## config.mk

```make
export PLATFORM = sky130hd
export DESIGN_NAME = serial_subtractor
export DESIGN_NICKNAME = d
export VERILOG_FILES = /design/src/rtl/serial_subtractor_pkg.sv /design/src/rtl/full_subtractor.sv /design/src/rtl/serial_subtractor.sv
export SDC_FILE = /design/constraint.sdc
export NUM_CORES = 1
export LEC_CHECK = 0
export ABC_AREA = 1
export CAP_MARGIN = 20
export CORE_MARGIN = 2
export CORE_UTILIZATION = 56
export CTS_CLUSTER_DIAMETER = 30
export DETAILED_ROUTE_END_ITERATION = 8
export HOLD_SLACK_MARGIN = 0.05
export PLACE_DENSITY = 0.95
export SLEW_MARGIN = 15
export SYNTH_ARGS = -nofsm -noshare
export SYNTH_HDL_FRONTEND = slang
export SYNTH_SLANG_ARGS = --single-unit
```

## constraint.sdc

```tcl
create_clock -name clk -period 2.4 [get_ports clk]
set_clock_uncertainty 0.05 [all_clocks]
set_input_delay 0.72 -clock clk [delete_from_list [all_inputs] [get_ports clk]]
set_output_delay 0.72 -clock clk [all_outputs]
set_load 0.05 [all_outputs]
```

## src/rtl/serial_subtractor_pkg.sv

```systemverilog
// Shared FSM encodings for the bit-serial arithmetic blocks (adder, subtractor, multiplier).
package serial_subtractor_pkg;

    typedef enum logic [1:0] {
        IDLE  = 2'd0,
        SHIFT = 2'd1,
        DONE  = 2'd2
    } state_t;

endpackage

```

## src/rtl/full_subtractor.sv

```systemverilog
// Single-bit full subtractor: d = a - b - c, e = borrow out.
module full_subtractor (
    input  logic a,
    input  logic b,
    input  logic c,
    output logic d,
    output logic e
);

    assign d = a ^ b ^ c;
    assign e = (~a & b) | (~(a ^ b) & c);

endmodule

```

## src/rtl/serial_subtractor.sv

```systemverilog
// Bit-serial WIDTH-bit subtractor, LSB first, around one full_subtractor cell.
module serial_subtractor
    import serial_subtractor_pkg::*;
#(
    parameter int unsigned WIDTH = 8
) (
    input  logic             clk,
    input  logic             rst,
    input  logic             start,
    input  logic [WIDTH-1:0] a_in,
    input  logic [WIDTH-1:0] b_in,
    output logic             busy,
    output logic             done,
    output logic [WIDTH-1:0] diff,
    output logic             borrow_out
);

    localparam int unsigned CNT_W = $clog2(WIDTH);

    state_t           r_state;
    state_t           w_state_nxt;
    logic [WIDTH-1:0] r_a_sr;
    logic [WIDTH-1:0] r_b_sr;
    logic [WIDTH-1:0] r_res_sr;
    logic [WIDTH-1:0] r_diff;
    logic             r_borrow_q;
    logic             r_borrow_out;
    logic             r_busy;
    logic             r_done;
    logic [CNT_W-1:0] r_cnt;
    logic             w_d;
    logic             w_e;
    logic             w_last;

    full_subtractor u_cell (
        .a (r_a_sr[0]),
        .b (r_b_sr[0]),
        .c (r_borrow_q),
        .d (w_d),
        .e (w_e)
    );

    assign w_last = (r_cnt == CNT_W'(WIDTH - 1));

    always_comb begin
        w_state_nxt = r_state;
        case (r_state)
            IDLE:    if (start)  w_state_nxt = SHIFT;
            SHIFT:   if (w_last) w_state_nxt = DONE;
            DONE:    w_state_nxt = IDLE;
            default: w_state_nxt = IDLE;
        endcase
    end

    always_ff @(posedge clk) begin
        if (rst) r_state <= IDLE;
        else     r_state <= w_state_nxt;
    end

    // busy/done are flopped from the next state so every output comes straight from a register.
    always_ff @(posedge clk) begin
        if (rst) begin
            r_a_sr       <= '0;
            r_b_sr       <= '0;
            r_res_sr     <= '0;
            r_diff       <= '0;
            r_borrow_q   <= 1'b0;
            r_borrow_out <= 1'b0;
            r_busy       <= 1'b0;
            r_done       <= 1'b0;
            r_cnt        <= '0;
        end else begin
            r_busy <= (w_state_nxt == SHIFT);
            r_done <= (w_state_nxt == DONE);
            case (r_state)
                IDLE: begin
                    if (start) begin
                        r_a_sr     <= a_in;
                        r_b_sr     <= b_in;
                        r_res_sr   <= '0;
                        r_borrow_q <= 1'b0;
                        r_cnt      <= '0;
                    end
                end
                SHIFT: begin
                    r_res_sr   <= {w_d, r_res_sr[WIDTH-1:1]};
                    r_a_sr     <= {1'b0, r_a_sr[WIDTH-1:1]};
                    r_b_sr     <= {1'b0, r_b_sr[WIDTH-1:1]};
                    r_borrow_q <= w_e;
                    r_cnt      <= r_cnt + 1'b1;
                    if (w_last) begin
                        r_diff       <= {w_d, r_res_sr[WIDTH-1:1]};
                        r_borrow_out <= w_e;
                    end
                end
                default: ;
            endcase
        end
    end

    assign busy       = r_busy;
    assign done       = r_done;
    assign diff       = r_diff;
    assign borrow_out = r_borrow_out;

endmodule

```

==> reports/qor.txt, run 1 <==
Fin area: 0.00211 sq mm
Reg2Reg Depth: 7
LEAKAGE: 0.929 nW
Worst Tran Pin Value: 0.501 ns
Final Cycle Share: 94.6%
Root buffer cell: clkbuf_4
GRT Total Usage: 21.9%
Worst path max stage delay: 0.80 ns
Hold-fix buffer count after cts: 0
Register Area: 801 sq um
Logic gate share of total power: 13.9%
Slew Viols, Final: 0
Cells resized by post-CTS repair: 0
Place WS: 0.292 ns
Critical R2R Launch: r_state[1]$_SDFF_PP0_
WS Path Type: register to primary output
Die Wd: 59.9 um
Initial antenna violation count: 0
Synth Area in Compound Gates: 8.30%
Multiplexer share of the synthesized area: 0%
Sequential Power Share: 56.2%
Total gr overflow: 0
DRC: 0
PwrDens: 594 mW/mm^2
Detailed router's first-iteration violation count: 80
Via count: 1565
CTS tree: done
Router iterations before antenna repair: 4
HP Start: borrow_out$_SDFFE_PP0P_
Commonest non-fill, non-tap cell in the layout: nand2_1
Total power of the final layout: 1.25 mW
Clk sinks: 40
H-tree levels: 2
Rel. slew slack: 66.5%
Endpoint type of the worst setup path: primary output
Area after DPL: 0.00204 sq mm
Clk_lat worst skew: 0.35 ns
RSZ-0062 raised after global routing: no
Ports: 30
Yosys top cell area share: 45.8%
Vias per Instance: 5.05
Arrival @ worst endpoint: 1.50 ns
Syn Area/Cell: 7.00 sq um
Core Util, Final: 70.2%
Largest family of logic cells by synthesized area: simple AND/OR/NAND/NOR gates
Req. time, crit path: 1.63 ns
Area contributors post-synth: dfxtp_1 46%, nand2_1 11%, nor2_1 9.0%
Fmax achieved: 440 MHz
Yosys warnings: 0
Non-Filler Instances: 310
Setup slack, reg-to-reg: 0.84 ns
P_int: 932 uW
Post-synthesis instance total: 250
Period minus WS final: 2.27 ns
Placed cells: 303
CP max stage cell: clkdlybuf4s50_1
Nets: 299
Hold Crit Depth: 2
Total routed wirelength: 3.51 mm
Worst hold slack: 0.421 ns
Switch Pwr: 320 uW
Final Hold Violating Endpoints: 0
Maximum clock path buffer count: 2
Clk pwr share: 29.9%
Commonest cells after routing, fill and taps aside: 50 x nand2_1, 42 x nor2_1, 40 x dfxtp_1
Min-Delay Endpoint: borrow_out$_SDFFE_PP0P_
Synth cell types: 22
Fill cells: 238
Crit path launch type: register
GPL Wtd Cong: 0.789
Post-CTS Repair Setup Buffers: 0
Area Growth Syn to Fin: 20.5%
Sw Ratio: 25.6%
WP buf/inv: 1
Syn nets: 272
HPWL Detailed: 2.43 mm
Worst-path clk slew: 0.11 ns
Max cap viols: 0
Critical path cell sequence: clkdlybuf4s50_1
Number of synthesized register bits: 40
CTS buffer count: 5
Maximum vdd ir drop: 0.000486 V
First-pass GRT wire length: 5.82 mm
Die ar.: 0.00359 sq mm
Status: complete, no violations
Initial Utilization: 58.3%
Seq/Total Area, Yosys: 45.8%
Synth Area in Adders: 2.58%
Largest area contributor in the netlist: dfxtp_1
Total Neg Setup Slack: 0 ns
Simple-gate portion of the synthesized area: 32.2%
Synth Area in XOR/XNOR: 0%
Largest net degree at the start of global routing: 24
Crit-path max FO: 2
Vias in the first global route: 1389
Port Buffers: 29
RR Endpoint: r_b_sr[3]$_SDFFE_PP0P_
DR WL/cell: 11.3 um
Cell Area, Synth: 0.00175 sq mm
Final ANT Viol Nets: 0
HP Class: register to register
Diodes inserted: 0
Final worst slack: 0.129 ns
# rows: 20
Die Ht: 59.9 um
Top delay family on crit path: buffers and inverters
Multi-input logic area: 753 sq um
Fraction of layout cells with a size suffix above 1: 7.94%
Core Region: 0.00300 sq mm
# setup viols final: 0
[cells in the mapped netlist, drive strengths merged]
| master | count |
|---|---|
| nor3 | 10 |
| nor2 | 44 |
| nand2 | 54 |
| ha | 2 |
| nand3 | 21 |
| o21ai | 12 |
| clkbuf | 2 |
| nand3b | 2 |
| fa | 1 |
| dfxtp | 40 |
| clkinv | 9 |
| inv | 25 |
| a21oi | 17 |
| buf | 11 |
[final cells by class]
class                           count  area share, %
Sequential cell                    40           38.0
Multi-Input combinational cell    163           35.7
Timing Repair Buffer               33           15.2
Inverter                           34           6.05
Clock buffer                        7           3.09
Tap cell                           33           1.96
[routing by layer]
metal	share of wire [%]	wire length [um]	global-route usage (%)	up-vias
met2	47	1630	36.3	32
met5	0	0	0	-
met3	5.6	198	6.71	6
met4	1.9	66	9.52	0
li1	-	-	-	826
met1	46	1610	25.9	701
[cell families (layout without fill, tap and decap cells)]
kind of cell             Yosys count  in the layout
AO/OA/AOI/OAI                     29             29
AND/OR/NAND/NOR                  131            131
buffers and inverters             47             74
flip-flops                        40             40
adder cells (fa/ha/maj)            3              3
[power by group through the flow]
stage / registers (mW) / logic, mW / clock network [mW]
final: 0.703 / 0.174 / 0.375
after detailed placement: 0.719 / 0.173 / 0
after global routing: 0.706 / 0.198 / 0.409
after CTS: 0.703 / 0.174 / 0.383
after global placement: 0.717 / 0.166 / 0
after floorplan: 0.722 / 0.113 / 0
[worst max-delay path by stage]
stage / startpoint / slack [ns] / to / cells past startpoint
2_1_floorplan: rst / 0.85 / r_a_sr[6]$_SDFFE_PP0P_ / 7
3_3_place_gp: start / 0.33 / r_b_sr[0]$_SDFFE_PP0P_ / 5
3_5_place_dp: start / 0.29 / r_b_sr[0]$_SDFFE_PP0P_ / 5
4_1_cts: diff[0]$_SDFFE_PP0P_ / 0.11 / diff[0] / 1
5_1_grt: diff[7]$_SDFFE_PP0P_ / 0.07 / diff[7] / 1
6_report: diff[7]$_SDFFE_PP0P_ / 0.13 / diff[7] / 1
[state kept, by name, summed over array words and instances (netlist names)]
register and flops:
r_a_sr 8, r_borrow_q 1, r_b_sr 8, done 1
r_state 2, r_cnt 3, borrow_out 1, r_res_sr 7
diff 8, busy 1
(Power assumes the default switching activity.)
==> inputs of run 2 (changes only) <==
- CAP_MARGIN: 20 -> 25
==> results of run 2 <==
No change in the layout: final DEF, timing and power equal those of run 1.
==> inputs of run 3 (changes only) <==
- CORE_UTILIZATION: 56 -> 55
- PLACE_DENSITY: 0.95 -> 0.94
- SYNTH_HIERARCHICAL: default -> 1
==> reports/qor.txt, run 3 <==
Status: complete, no violations
Seq/Total Area, Yosys: 46.3%
DRC: 0
Slew Viols, Final: 0
Largest family of logic cells by synthesized area: simple AND/OR/NAND/NOR gates
Synth cell types: 18
Vias in the first global route: 1465
Nets: 299
Top delay family on crit path: buffers and inverters
Post-CTS Repair Setup Buffers: 0
CP max stage cell: clkdlybuf4s50_1
Clk_lat worst skew: 0.34 ns
Total gr overflow: 0
First-pass GRT wire length: 5.74 mm
Syn nets: 270
Fraction of layout cells with a size suffix above 1: 6.83%
Top FF cell, synth: dfxtp_1
Final worst slack: 0.127 ns
# setup viols final: 0
HP Class: register to register
Initial antenna violation count: 0
Diodes inserted: 0
Router iterations before antenna repair: 4
Endpoint type of the worst setup path: primary output
Synth Area in Compound Gates: 6.87%
Total Neg Setup Slack: 0 ns
Cell Area, Synth: 0.00173 sq mm
PwrDens: 619 mW/mm^2
Syn Area/Cell: 6.98 sq um
Die Wd: 60.1 um
Via count: 1528
Fill cells: 256
Synth Area in XOR/XNOR: 0%
Async SR Flop Fraction: 0%
CTS buffer count: 5
Period minus WS final: 2.27 ns
DR WL/cell: 10.4 um
Root buffer cell: clkbuf_4
Synth Area in Adders: 2.60%
Ports: 30
Largest area contributor in the netlist: dfxtp_1
Fin area: 0.00210 sq mm
GPL Wtd Cong: 0.751
Worst-path clk slew: 0.11 ns
Core Region: 0.00303 sq mm
Post-synthesis instance total: 248
Area after DPL: 0.00203 sq mm
EDFF count, synth: 0
Req. time, crit path: 1.63 ns
CTS tree: done
Rel. slew slack: 56.2%
Total routed wirelength: 3.35 mm
Die Ht: 60.1 um
Hold-fix buffer count after cts: 0
Critical path cell sequence: clkdlybuf4s50_1
Commonest non-fill, non-tap cell in the layout: nand2_1
Area Growth Syn to Fin: 21.5%
# rows: 20
Final Cycle Share: 94.7%
Clk sinks: 40
HPWL Detailed: 2.22 mm
Worst path max stage delay: 0.80 ns
Area contributors post-synth: dfxtp_1 46%, nand2_1 14%, nor2_1 13%
Die ar.: 0.00361 sq mm
LEAKAGE: 0.967 nW
Crit path launch type: register
Cells resized by post-CTS repair: 0
Commonest cells after routing, fill and taps aside: 65 x nand2_1, 62 x nor2_1, 40 x dfxtp_1
Max cap viols: 0
Setup slack, reg-to-reg: 0.94 ns
Final Hold Violating Endpoints: 0
Worst hold slack: 0.423 ns
Multiplexer share of the synthesized area: 0%
Detailed router's first-iteration violation count: 90
Most common cell in the netlist: nand2_1
Fmax achieved: 440 MHz
RSZ-0062 raised after global routing: no
Yosys top cell area share: 46.3%
GRT Total Usage: 21.3%
WP buf/inv: 1
Largest net degree at the start of global routing: 26
H-tree levels: 2
Maximum clock path buffer count: 2
List of most frequent post-synthesis cells: 65 x nand2_1, 62 x nor2_1, 40 x dfxtp_1
Maximum vdd ir drop: 0.000394 V
WS Path Type: register to primary output
Worst Tran Pin Value: 0.657 ns
Simple-gate portion of the synthesized area: 34.0%
Yosys warnings: 6
Arrival @ worst endpoint: 1.50 ns
Initial Utilization: 57.1%
Vias per Instance: 4.75
Place WS: 0.286 ns
Crit-path max FO: 2
Number of synthesized register bits: 40
Final ANT Viol Nets: 0
Port Buffers: 29
[run 3: cell types whose count changed after synthesis, sizes merged, moves of 5 or more]
cell,delta
clkinv,-9
nand3,-9
nor3,-10
nor2,+20
a21oi,-5
nand2,+14
[run 3: kinds of logic after synthesis]
kind of cell / Yosys count
AND/OR/NAND/NOR: 144
adder cells (fa/ha/maj): 3
flip-flops: 40
AO/OA/AOI/OAI: 23
buffers and inverters: 38
[run 3: layout make-up]
class | instances | area, sq um | area share [%]
multi-input combinational | 170 | 752 | 35.8
tap | 44 | 55.1 | 2.62
clock inverter | 2 | 35.0 | 1.67
sequential | 40 | 801 | 38.1
clock buffer | 6 | 41.3 | 1.96
timing repair buffer | 32 | 313 | 14.9
inverter | 28 | 105 | 5.00
[run 3: worst paths after layout]
kind                                 start                        to  cells after the start
hold reg to reg   r_res_sr[1]$_SDFFE_PP0P_  r_res_sr[1]$_SDFFE_PP0P_                      2
setup reg to reg     r_cnt[0]$_SDFFE_PP0P_   borrow_out$_SDFFE_PP0P_                      7
hold / removal    r_res_sr[1]$_SDFFE_PP0P_  r_res_sr[1]$_SDFFE_PP0P_                      2
setup / recovery      diff[5]$_SDFFE_PP0P_                   diff[5]                      1
[run 3: tightest hold or removal path, stage by stage, from the launching register on]
cell and delay, ns:
dfxtp_1 0.33, nand2_1 0.06, a21oi_1 0.05
[run 3: per-layer routing]
layer  part of all wire, %  vias to the layer above  wire (um)  GRT usage, %
met5                     0                        -          0             0
met4                   2.1                        0         70          10.8
met3                   4.6                        9        153          4.76
met2                    48                       37       1590          37.4
met1                    46                      676       1530          23.9
li1                      -                      806          -             -
[run 3: per-stage QoR]
stage | total power [mW] | utilization (%) | std cells
after floorplan | 0.836 | - | 248
after global placement | 0.882 | 66.9 | 314
after detailed placement | 0.887 | 66.9 | 314
after CTS | 1.31 | 69.4 | 322
after global routing | 1.37 | 69.4 | 322
final | 1.30 | 69.4 | 322
[run 3: report_power, final]
| part | internal [mW] | switching (mW) |
|---|---|---|
| registers | 0.693 | 0.0145 |
| clock network | 0.218 | 0.209 |
| logic | 0.0716 | 0.0955 |
==> RTL change, RTL diff (flow settings as in run 1) <==
Change the parameter `WIDTH` from 8 to 4.
--- a/src/rtl/serial_subtractor.sv
+++ b/src/rtl/serial_subtractor.sv
@@ -2,7 +2,7 @@
 module serial_subtractor
     import serial_subtractor_pkg::*;
 #(
-    parameter int unsigned WIDTH = 8
+    parameter int unsigned WIDTH = 4
 ) (
     input  logic             clk,
     input  logic             rst,
Ports: changed (resized a_in, b_in and diff); port bits go from 30 to 18. No check against the original RTL was run, so the function may have changed too.
==> RTL change against run 1 <==
  * Routed wire length decreased by 44%
  * Synthesized area decreased by 45%
  * Power decreased by 45%
  * Design area decreased by 45%
  * Sequential cell count decreased by 17
  * Fmax decreased by 0.90%
  * Worst setup slack got worse by 0.021 ns
  * Largest cell class unchanged
  * Clock power decreased by 51%
==> RTL change: results (changes against run 1) <==
[metrics] outcome: finished, final reports clean
[metrics] kind of path behind the tightest hold check: register to register
[metrics] cell count after synthesis: 124 (-50%)
[metrics] number of H-tree branching levels: 1 (-1)
[metrics] compound-cell area share of the yosys netlist: 14.7% (+6.4 points)
[metrics] Mapped Nets: 137 (-50%)
[metrics] antenna violations before repair: 0 (unchanged)
[metrics] logic depth of the worst register-to-register path: 5 (-2)
[metrics] Num CTS Buffers: 3 (-2)
[metrics] Syn. warnings: 0 (unchanged)
[metrics] GRT Resource Usage Total: 22.6% (+0.69 points)
[metrics] Met2 Wirelength: 1.03 mm (-37%)
[metrics] largest net degree at the start of global routing: 14 (-42%)
[metrics] biggest cell delay along the critical path: 0.83 ns (+0.03 ns)
[metrics] placed wire-length estimate after detailed placement: 1.43 mm (-41%)
[metrics] met1 routed wirelength after detailed routing: 837 um (-48%)
[metrics] CTS-repair resized insts: 0 (unchanged)
[metrics] Final GP Congestion: 0.813 (+3.0%)
[metrics] Reg2Reg Launch Point: r_state[0]
[metrics] footprint of the multi-input gates: 423 um2 (-44%)
[metrics] post-synthesis adder-cell area fraction: 3.35% (+0.78 points)
[metrics] largest cells by area after synthesis: dfxtp_1 (47%), nand2_1 (12%), nor2_1 (6.2%), a21oi_1 (5.7%), inv_1 (4.6%)
[metrics] end of the critical path: diff[2]
[metrics] part of the Yosys area used for sequential elements: 47.5% (+1.7 points)
[metrics] headroom to the max-slew limit: 65.3% (-1.2 points)
[metrics] worst setup slack for register-to-register paths: 1.05 ns (+0.21 ns)
[metrics] clock-pin slew on the worst setup and hold paths: 0.13 ns (+0.02 ns)
[metrics] top cells by instance count after synthesis: nand2_1 (30), dfxtp_1 (23), nor2_1 (16), inv_1 (12), a21oi_1 (11)
[metrics] dpl cells: 156 (-49%)
[metrics] total met3 wirelength after detailed routing: 67 um (-66%)
[metrics] Placement Cell Area: 0.00114 mm2 (-44%)
[metrics] final routed wire length divided by cell count: 12.4 um (+9.5%)
[metrics] worst skew pair latency: 0.32 ns (-0.03 ns)
[metrics] Via Count: 855 (-45%)
[metrics] Netlist cell types: 19 (-14%)
[metrics] postcts setup bufs: 0 (unchanged)
[metrics] data arrival time at the worst-slack endpoint: 1.52 ns (+0.02 ns)
[metrics] highest signal layer in the routed design: met4
[metrics] number of fill cells: 124 (-48%)
[metrics] first-pass GRT wire length: 3.28 mm (-44%)
[metrics] number of design-rule violations left by the first detailed-router iteration: 37 (-54%)
[metrics] ratio of cells with drive above 1 in the final layout: 11.2% (+3.2 points)
[metrics] launch point of the critical path: diff[2]
[metrics] number of inserted diodes: 0 (unchanged)
[metrics] CP delay by family, top: buffers and inverters
[metrics] Crit-path slowest cell: clkdlybuf4s50_1
[metrics] FF-to-FF End: diff[2]
[metrics] number of buffers inserted by port buffering: 17 (-41%)
[metrics] vias in the first global route: 781 (-44%)
[metrics] switching share of power: 27.2% (+1.7 points)
[metrics] post-route insts no fill: 160 (-48%)
[metrics] reported leakage power: 0.498 nW (-46%)
[metrics] worst ir drop on vdd: 449 uV (-7.5%)
==> RTL change: cell count changes after synthesis, moves of 9 or more <==
cell,change
clkinv_1,-9
nand3_1,-14
dfxtp_1,-17
nor3_1,-10
nor2_1,-26
nand2_1,-20
==> RTL change: worst min path at each step <==
stage / start / end / slack [ns] / cells past startpoint
floorplan: r_cnt[0] / r_cnt[0] / 0.38 / 1
global placement: r_cnt[0] / r_cnt[0] / 0.40 / 1
detailed placement: borrow_out / borrow_out / 0.40 / 2
CTS: borrow_out / borrow_out / 0.42 / 2
global route: borrow_out / borrow_out / 0.45 / 2
finish: borrow_out / borrow_out / 0.42 / 2
==> RTL change: routing by layer <==
| layer | vias to the layer above | GRT usage (%) |
|---|---|---|
| met4 | 0 | 14.1 |
| met3 | 8 | 5.56 |
| met1 | 393 | 27.2 |
| met5 | - | 0 |
| met2 | 25 | 35.8 |
| li1 | 429 | - |
==> RTL change: kinds of logic (layout without fill, tap and decap cells) <==
| kind of cell | count (synthesis) | count (layout) |
|---|---|---|
| adder cells (fa/ha/maj) | 2 | 2 |
| AND/OR/NAND/NOR | 57 | 57 |
| buffers and inverters | 18 | 37 |
| flip-flops | 23 | 23 |
| AO/OA/AOI/OAI | 24 | 24 |
==> RTL change: per-stage QoR <==
step	setup slack [ns]	power [mW]	hold slack [ns]
final	0.109	0.692	0.419
after global routing	0.0900	0.720	0.446
after CTS	0.112	0.690	0.422
after detailed placement	0.469	0.516	0.403
after global placement	0.532	0.511	0.395
after floorplan	1.03	0.484	0.379
==> RTL change: final cells by class <==
cell class / count / share of cell area (%)
clock buffer: 3 / 1.93
clock inverter: 1 / 0.428
inverter: 15 / 5.03
multi-input combinational: 83 / 36.2
sequential: 23 / 39.4
tap: 17 / 1.82
timing repair buffer: 18 / 15.2
==> RTL change: worst reg2reg max path, cell delays in order, from the launching register on <==
cell,delay (ns)
dfxtp_1,0.62
nand2_1,0.17
nor2_4,0.18
inv_2,0.09
nor2_1,0.09
nor2_1,0.05
==> RTL change: power by group through the flow <==
stage          clock network [mW]  registers [mW]  logic, mW
2_1_floorplan                   0           0.420     0.0638
4_1_cts                     0.182           0.413     0.0955
3_3_place_gp                    0           0.420     0.0908
6_report                    0.183           0.413     0.0962
5_1_grt                     0.197           0.415      0.108
3_5_place_dp                    0           0.421     0.0946
